==> src/rtl/reg_file.sv <==
// General-purpose register file with two independent combinational read ports,
// one write port and registered zero/negative status flags captured from busD.
module reg_file #(
  parameter int WIDTH     = 16,
  parameter int REG_COUNT = 8,
  localparam int SEL_W    = (REG_COUNT > 1) ? $clog2(REG_COUNT) : 1
) (
  input  logic                    clk,
  input  logic                    rst,
  input  logic [SEL_W-1:0]        regSelA,
  input  logic [SEL_W-1:0]        regSelB,
  input  logic [SEL_W-1:0]        regSelD,
  input  logic                    regOutA,
  input  logic                    regOutB,
  input  logic                    regLoad,
  input  logic                    flagLoad,
  input  logic signed [WIDTH-1:0] busD,
  output logic signed [WIDTH-1:0] busA,
  output logic signed [WIDTH-1:0] busB,
  output logic                    flagZ,
  output logic                    flagN
);

  logic [WIDTH-1:0] regs_q [REG_COUNT];
  logic [WIDTH-1:0] regs_d [REG_COUNT];
  logic             flag_z_q, flag_z_d;
  logic             flag_n_q, flag_n_d;

  // Index 0 is the hardwired zero register; indices past REG_COUNT do not exist.
  function automatic logic sel_valid(input logic [SEL_W-1:0] sel);
    return (sel != '0) && (32'(sel) < REG_COUNT);
  endfunction

  always_comb begin
    regs_d   = regs_q;
    flag_z_d = flag_z_q;
    flag_n_d = flag_n_q;
    if (regLoad && sel_valid(regSelD)) begin
      regs_d[regSelD] = busD;
    end
    if (flagLoad) begin
      flag_z_d = (busD == '0);
      flag_n_d = busD[WIDTH-1];
    end
  end

  always_ff @(posedge clk) begin
    if (rst) begin
      for (int i = 0; i < REG_COUNT; i++) begin
        regs_q[i] <= '0;
      end
      flag_z_q <= 1'b0;
      flag_n_q <= 1'b0;
    end else begin
      regs_q   <= regs_d;
      flag_z_q <= flag_z_d;
      flag_n_q <= flag_n_d;
    end
  end

  // Reads come only from the stored state, never from busD, so the
  // busA -> ALU -> busD path cannot close a combinational loop.
  always_comb begin
    busA = '0;
    busB = '0;
    if (regOutA && sel_valid(regSelA)) begin
      busA = regs_q[regSelA];
    end
    if (regOutB && sel_valid(regSelB)) begin
      busB = regs_q[regSelB];
    end
  end

  assign flagZ = flag_z_q;
  assign flagN = flag_n_q;

endmodule

==> config.mk <==
export PLATFORM = sky130hd
export DESIGN_NAME = reg_file
export DESIGN_NICKNAME = d
export VERILOG_FILES = /design/src/rtl/reg_file.sv
export SDC_FILE = /design/constraint.sdc
export NUM_CORES = 1
export LEC_CHECK = 0
export CORE_MARGIN = 5
export CORE_UTILIZATION = 30
export CTS_BUF_LIST = sky130_fd_sc_hd__clkbuf_2 sky130_fd_sc_hd__clkbuf_4 sky130_fd_sc_hd__clkbuf_8
export CTS_CLUSTER_DIAMETER = 100
export DETAILED_ROUTE_END_ITERATION = 10
export PLACE_DENSITY = 0.44
export SYNTH_ARGS = -nofsm -noshare
export SYNTH_HDL_FRONTEND = slang
export SYNTH_SLANG_ARGS = --single-unit
==> constraint.sdc <==
create_clock -name clk -period 2.6 [get_ports clk]
set_clock_uncertainty 0.2 [all_clocks]
set_input_delay 0.26 -clock clk [delete_from_list [all_inputs] [get_ports clk]]
set_output_delay 0.26 -clock clk [all_outputs]
set_load 0.1 [all_outputs]
==> results of run 1 <==
-- registers in the layout, summed over array words and instances (netlist names) --
register	count
regs_q	127
flagZ	1
flagN	1
-- kinds of logic after synthesis --
group | after synthesis
compound gates | 189
buf+inv | 84
flops | 129
mux | 107
simple gates | 293
-- final timing paths --
path / startpoint / endpoint / depth (start not counted)
worst min-delay path: rst / flagN$_SDFFE_PP0P_ / 2
worst min register to register: regs_q[120]$_SDFFE_PP0P_ / regs_q[120]$_SDFFE_PP0P_ / 1
worst max-delay path: regSelB[2] / busB[15] / 6
worst max register to register: regs_q[22]$_SDFFE_PP0P_ / regs_q[22]$_SDFFE_PP0P_ / 2
-- critical path: stages --
cell and delay [ps]:
clkdlybuf4s50_1 500, or2_4 360, o21ai_1 380, buf_4 270, a21oi_2 90, buf_12 180
-- per-stage QoR --
step / instances / worst slack, ps / area, µm² / total power [µW]
2_1_floorplan: 802 / 177 / 6940 / 2500
3_3_place_gp: 1108 / 39.0 / 8050 / 2730
3_5_place_dp: 1108 / 20.2 / 8050 / 2740
4_1_cts: 1140 / 22.1 / 8470 / 4600
5_1_grt: 1140 / 38.4 / 8480 / 4720
6_report: 1140 / 105 / 8480 / 4550
-- power by group through the flow --
stage,sequential (µW),clock (µW),combinational (µW)
6_report,2040,1860,655
5_1_grt,2040,1980,690
4_1_cts,2040,1910,654
3_5_place_dp,2080,0,653
3_3_place_gp,2080,0,649
2_1_floorplan,2080,0,421
-- layer usage --
metal | up-vias | share of wire [%] | routed length (µm) | GRT usage, %
met5 | - | 0 | 0 | 0
met4 | 0 | 1.6 | 398 | 5.74
met3 | 29 | 4.9 | 1190 | 2.99
met2 | 174 | 46 | 11100 | 28.6
met1 | 2936 | 48 | 11500 | 26.6
li1 | 2863 | - | - | -
-- layout make-up --
cell class                 count  share of cell area, %
multi-input combinational    589                   45.0
sequential                   129                   30.5
timing repair buffer         105                   15.4
tap                          285                   4.20
clock buffer                  22                   3.42
clock inverter                10                   1.56
-- placed cells by master (no fill, tap or decap), types with 15 or more instances in the layout --
cell type / n
dfxtp_1: 129
buf_12: 37
nand2b_1: 15
clkdlybuf4s50_1: 24
a21oi_2: 21
clkbuf_8: 20
nor2b_1: 17
mux2i_1: 85
a21oi_1: 112
o22a_1: 42
nand2_1: 225
buf_4: 39
-- timing repair --
| item | CTS | global route |
|---|---|---|
| gates resized for setup | 0 | 3 |
| hold buffers | 0 | 0 |
| endpoints found under the setup margin | 0 | 10 |
==> flow_summary.json, run 1 <==
{
  "crit_path_end_kind": "output pin",
  "period_needed_ps": 2500,
  "syn_area_um2": 6860,
  "nets": 873,
  "start_util_pct": 30.4,
  "synthCells": 802,
  "crit_fanout": 12,
  "irDropWorstVdd_uv": 256,
  "synth-async-reset-ratio_pct": 0,
  "synth_xor_area_share_pct": 0,
  "fp.dieW_um": 161,
  "drtAntennaViolNets": 0,
  "r2r_setup_slack_ps": 1730,
  "status": "complete, no violations",
  "cts_buffers": 17,
  "via_count": 6002,
  "synth_common_cells": "nand2_1 (225), a21oi_1 (133), dfxtp_1 (129)",
  "yosysWarnings": 0,
  "pwr-share-comb_pct": 14.4,
  "synth-simple-area-share_pct": 19.3,
  "design.die.area_um2": 26000,
  "grt_pass1_vias": 5798,
  "post-route-util_pct": 37.6,
  "finalWirelength_um": 24200,
  "critical_path_class": "in2out",
  "synth.area.top_cells": "dfxtp_1 (38%), mux2i_1 (12%), nand2_1 (12%)",
  "swShare_pct": 27.7,
  "grt-ovfl-total": 0,
  "yosys.area_share.adder_pct": 0,
  "period_share_pct": 96.0,
  "setup_viol": 0,
  "grt_pass1_wl_um": 36600,
  "cts_tree": "yes",
  "power.internal_uw": 3290,
  "hold_class": "in2reg",
  "antenna_cells": 0,
  "seq_power_share_pct": 44.8,
  "ys_ff_latch": 129,
  "grt_start_max_net_pins": 54,
  "max_slew_margin_pct": 41.3,
  "synth_top_family_by_area": "simple AND/OR/NAND/NOR gates",
  "pwr-share-clk_pct": 40.8,
  "post_cts_buffers": 0,
  "first_pass_iters": 5,
  "synth_fp_nets": 833,
  "via_per_inst": 5.26,
  "dpl.hpwl_um": 16900,
  "synth_area_per_cell_um2": 8.55,
  "worstMarginPinSlew_ps": 872,
  "io_buffers": 64,
  "finalHoldViolations": 0,
  "timing.final.max_slew_violations": 0,
  "synth_compound_area_share_pct": 17.0,
  "crit_required_ps": 2140,
  "clockRootBuffer": "clkbuf_8",
  "gp_congestion": 0.816,
  "clkLatencyLatePin_ps": 450,
  "pwr_density_cell_nw_per_um2": 537,
  "clk_pin_slew_ps": 80,
  "synthDistinctLibCells": 37,
  "cp-start-kind": "input port",
  "synth_edf_count": 0,
  "synth_top_area_share_pct": 37.7,
  "fillers": 2285,
  "drive_gt1_share_pct": 18.5,
  "syn_to_final_growth_pct": 23.6,
  "ys.flop_type": "dfxtp_1",
  "yosys.area.top_type": "dfxtp_1",
  "muxShareOfSynthArea_pct": 18.0,
  "power_switching_uw": 1260,
  "seq_area_um2": 2580,
  "drtIter0Drc": 520,
  "rsz0062_at_grt": "no",
  "io-pin-count": 65,
  "fmax_mhz": 401,
  "tns_ps": 0,
  "drv_cap": 0,
  "route.detailed.drc": 0,
  "die_h_um": 161,
  "antenna_found_initial": 0,
  "groute.usage.overall_pct": 18.5,
  "coreArea_um2": 22600,
  "clock-sinks": 129,
  "arrival_ps": 2040,
  "power_leakage_uw": 0.00302,
  "htreeDepth": 4,
  "hold_ws_ps": 77.2,
  "multi_input_area_um2": 3810,
  "wire_per_inst_um": 21.2,
  "yosysSeqAreaShare_pct": 37.7,
  "row_count": 55,
  "synth.most_common_cell": "nand2_1",
  "cts_buffer_depth": 2
}
No activity file was read; power rests on OpenSTA's default activity.
==> run 2, diff against run 1 <==
GPL_TIMING_DRIVEN = 0   (was not set)
==> flow_summary.json, run 2 (synthesized netlist as in run 1, its figures left out) <==
{
  "crit_fanout": 10,
  "drtAntennaViolNets": 0,
  "cts_buffer_depth": 2,
  "crit_start": "regSelB[2]",
  "clkLatencyLatePin_ps": 460,
  "setup_slack_ps": -13.2,
  "crit_required_ps": 2140,
  "topRoutingLayerUsed": "met4",
  "final_cell_mix": "nand2_1 (225), dfxtp_1 (129), a21oi_1 (112), mux2i_1 (85), o22a_1 (42)",
  "cp_num_buf_inv": 3,
  "finalHoldViolations": 0,
  "r2r_setup_slack_ps": 1700,
  "violations": "setup timing",
  "routed-wl-met2_um": 12300,
  "irDropWorstVdd_uv": 286,
  "fp.dieW_um": 161,
  "post_cts_buffers": 0,
  "rr_endpoint": "regs_q[90]$_SDFFE_PP0P_",
  "row_count": 55,
  "setup_viol": 1,
  "drv_cap": 0,
  "cts_tree": "yes",
  "finalWirelength_um": 26500,
  "via_count": 6026,
  "antenna_found_initial": 0,
  "wire_per_inst_um": 22.6,
  "cpMaxStageDelayCell": "clkdlybuf4s50_1",
  "die_h_um": 161,
  "gp_congestion": 0.811,
  "grt_pass1_vias": 5861,
  "clock-sinks": 129,
  "m1WireLength_um": 12900,
  "grt-ovfl-total": 0,
  "period_share_pct": 101,
  "cp-endpoint": "busB[7]",
  "cp-start-kind": "input port",
  "max_stage_delay_ps": 550,
  "io-pin-count": 65,
  "place_inst": 1131,
  "worstMarginPinSlew_ps": 969,
  "period_needed_ps": 2610,
  "antenna_cells": 0,
  "final_common_cell": "nand2_1",
  "syn_to_final_growth_pct": 19.6,
  "grt_start_max_net_pins": 17,
  "cp.depth": 6,
  "reg2reg_depth": 2,
  "largest_reg_flops": 127,
  "dpl.hpwl_um": 18800,
  "status": "finished with violations",
  "stdcell_count": 1172,
  "grt_pass1_wl_um": 39100,
  "nets": 905,
  "rsz0062_at_grt": "yes",
  "cts_buffers": 17,
  "groute.usage.overall_pct": 20.3,
  "critical_path_class": "in2out",
  "place_area_um2": 7730,
  "io_buffers": 44,
  "max_slew_margin_pct": 35.2,
  "coreArea_um2": 22600,
  "power_leakage_uw": 0.00299,
  "pwr_density_cell_nw_per_um2": 559,
  "drtIter0Drc": 429,
  "htreeDepth": 4,
  "arrival_ps": 2150,
  "clockRootBuffer": "clkbuf_8",
  "final_area_um2": 8210,
  "max_flop_register": "regs_q",
  "start_util_pct": 30.4,
  "first_pass_iters": 5,
  "wl_met3_um": 877,
  "r2r_start": "regs_q[90]$_SDFFE_PP0P_",
  "timing.final.max_slew_violations": 0,
  "drive_gt1_share_pct": 19.3,
  "fmax_mhz": 383,
  "design.die.area_um2": 26000,
  "hold_class": "in2reg",
  "crit_family": "buffers and inverters",
  "crit_path_end_kind": "output pin",
  "via_per_inst": 5.14,
  "worstPathCellList": "clkdlybuf4s50_1, nand2b_1, clkbuf_2, o22a_1, a21oi_2, buf_6",
  "clk_pin_slew_ps": 90,
  "route.detailed.drc": 0
}
==> run 2: cell types whose count changed in the layout (fill, tap and decap cells not counted), sizes merged <==
cell	before	now
dlymetal6s2s	1	0
clkbuf	22	46
clkinvlp	3	4
dlygate4sd3	0	11
inv	0	3
buf	80	86
clkdlybuf4s50	24	12
==> run 2: cell type report <==
type / count / area, µm²
clock buffer: 18 / 241
sequential: 129 / 2580
tap: 285 / 357
multi-input combinational: 589 / 3820
timing repair buffer: 55 / 473
buffer: 82 / 551
clock inverter: 14 / 181
fill: 2414 / 14400
==> run 2: repair_timing <==
action,CTS,global route
setup endpoints to repair,32,20
endpoints found under the hold margin,78,0
hold buffers,11,0
resized for setup,182,17
==> run 2: where the power goes <==
group	internal [µW]	switching, µW
registers	2010	27.9
logic	208	432
clock network	972	935
==> run 2: stage by stage <==
step	hold WS (ps)	util [%]	setup slack, ps	power, µW	setup TNS [ps]
5_1_grt	34.9	36.4	-50.5	4760	-50.5
3_3_place_gp	255	34.3	-962	2720	-25110
3_5_place_dp	259	34.3	-961	2720	-25010
6_report	37.8	36.4	-13.2	4590	-13.2
2_1_floorplan	212	-	177	2500	0
4_1_cts	27.1	36.2	-26.7	4620	-26.7
==> run 2: metal layers <==
layer	vias up	track usage (%)
met5	-	0
met4	0	5.16
met3	22	2.99
met2	113	32.6
met1	2953	28.7
li1	2938	-
==> run 2: worst min path at each step <==
stage	slack, ps	end	depth (start not counted)	startpoint
2_1_floorplan	210	flagN$_SDFFE_PP0P_	2	flagLoad
3_3_place_gp	250	regs_q[31]$_SDFFE_PP0P_	2	regs_q[31]$_SDFFE_PP0P_
3_5_place_dp	260	regs_q[126]$_SDFFE_PP0P_	1	regs_q[126]$_SDFFE_PP0P_
4_1_cts	30	regs_q[85]$_SDFFE_PP0P_	3	busD[5]
5_1_grt	30	regs_q[85]$_SDFFE_PP0P_	3	busD[5]
6_report	40	regs_q[85]$_SDFFE_PP0P_	3	busD[5]
==> run 2: worst min-delay path, delay by kind of cell <==
| family | cells | cell delay (ps) |
|---|---|---|
| simple gates | 1 | 120 |
| buf+inv | 1 | 230 |
| compound gates | 1 | 50 |
==> run 3, diff against run 2 <==
CAP_MARGIN = 40   (was not set)
==> flow_summary.json, run 3 (synthesized netlist as in run 1, its figures left out) <==
{
  "cts_buffers": 17,
  "worstMarginPinSlew_ps": 825,
  "max_flop_register": "regs_q",
  "arrival_ps": 2120,
  "hold_class": "in2reg",
  "finalHoldViolations": 0,
  "clkLatencyLatePin_ps": 460,
  "clock-sinks": 129,
  "fillers": 2351,
  "via_count": 6087,
  "fp.dieW_um": 161,
  "dpl.hpwl_um": 19200,
  "antenna_cells": 0,
  "post_cts_buffers": 0,
  "grt_pass1_vias": 5893,
  "die_h_um": 161,
  "drive_gt1_share_pct": 19.8,
  "groute.usage.overall_pct": 20.3,
  "crit_required_ps": 2140,
  "drv_cap": 0,
  "dp_slack_ps": -550,
  "finalWirelength_um": 26500,
  "grt_pass1_wl_um": 39400,
  "grt-ovfl-total": 0,
  "rsz0062_at_grt": "no",
  "setup_slack_ps": 19.2,
  "drtAntennaViolNets": 0,
  "period_share_pct": 99.3,
  "place_area_um2": 8280,
  "antenna_found_initial": 0,
  "fmax_mhz": 387,
  "gp_congestion": 0.811,
  "clk_pin_slew_ps": 80,
  "final_area_um2": 8680,
  "place_inst": 1165,
  "coreArea_um2": 22600,
  "tns_ps": 0,
  "htreeDepth": 4,
  "cp-start-kind": "input port",
  "cts_buffer_depth": 2,
  "nets": 915,
  "crit_path_end_kind": "output pin",
  "start_util_pct": 30.4,
  "status": "complete, no violations",
  "cts_tree": "yes",
  "via_per_inst": 5.15,
  "first_pass_iters": 5,
  "io-pin-count": 65,
  "row_count": 55,
  "irDropWorstVdd_uv": 258,
  "power_leakage_uw": 0.00311,
  "route.detailed.drc": 0,
  "final_common_cell": "nand2_1",
  "hold_ws_ps": 50.6,
  "wire_per_inst_um": 22.4,
  "period_needed_ps": 2580,
  "clockRootBuffer": "clkbuf_8",
  "setup_viol": 0,
  "final_cell_mix": "nand2_1 (225), dfxtp_1 (128), a21oi_1 (112), mux2i_1 (85), o22a_1 (42)",
  "critical_path_class": "in2out",
  "syn_to_final_growth_pct": 26.6,
  "grt_start_max_net_pins": 17,
  "largest_reg_flops": 127,
  "drtIter0Drc": 387,
  "pwr_density_cell_nw_per_um2": 510,
  "timing.final.max_slew_violations": 0,
  "io_buffers": 44,
  "stdcell_count": 1182,
  "design.die.area_um2": 26000,
  "max_slew_margin_pct": 45.0,
  "crit_fanout": 10
}
-- run 3: layout make-up --
type / count / area, µm² / area share, %
multi-input cells: 589 / 3830 / 44.1
flip-flops and latches: 129 / 2580 / 29.8
repair buffers: 65 / 967 / 11.1
plain buffers: 82 / 572 / 6.59
well taps: 285 / 357 / 4.11
clock buffers: 18 / 241 / 2.78
clock inverters: 14 / 135 / 1.56
-- run 3: where the power goes --
group | switching (µW) | internal [µW]
clock | 926 | 775
sequential | 28.1 | 2010
combinational | 442 | 248
-- run 3: through the flow --
stage / util, % / power, µW
after floorplan: - / 2500
after global placement: 34.3 / 2720
after detailed placement: 36.7 / 2760
after CTS: 38.5 / 4460
after global routing: 38.5 / 4600
final: 38.5 / 4430
-- run 3: worst max-delay path: stages --
cell             delay [ps]
buf_6                   130
buf_8                   160
or2_4                   270
buf_6                   160
o22a_1                  240
a21oi_2                 150
clkdlybuf4s50_1         530
buf_8                   200
-- run 3: timing repair --
item,4_1_cts,5_1_grt
hold buffers,11,0
gates resized for setup,40,11
hold endpoints to repair,78,0
endpoints found under the setup margin,32,9
-- run 3: worst paths after layout --
kind,start,to,slack (ps),cells after the start
worst max-delay path,regSelA[1],busA[8],20,8
worst min-delay path,busD[7],regs_q[55]$_SDFFE_PP0P_,50,3
worst min register to register,regs_q[53]$_SDFFE_PP0P_,regs_q[53]$_SDFFE_PP0P_,270,2
worst max register to register,regs_q[90]$_SDFFE_PP0P_,regs_q[90]$_SDFFE_PP0P_,1710,2
-- run 3: metal layers --
layer,vias up,wire [µm],global-route usage (%)
met4,0,357,5.08
li1,2955,-,-
met2,125,12200,32.2
met5,-,0,0
met1,2981,13100,29.3
met3,26,865,2.76
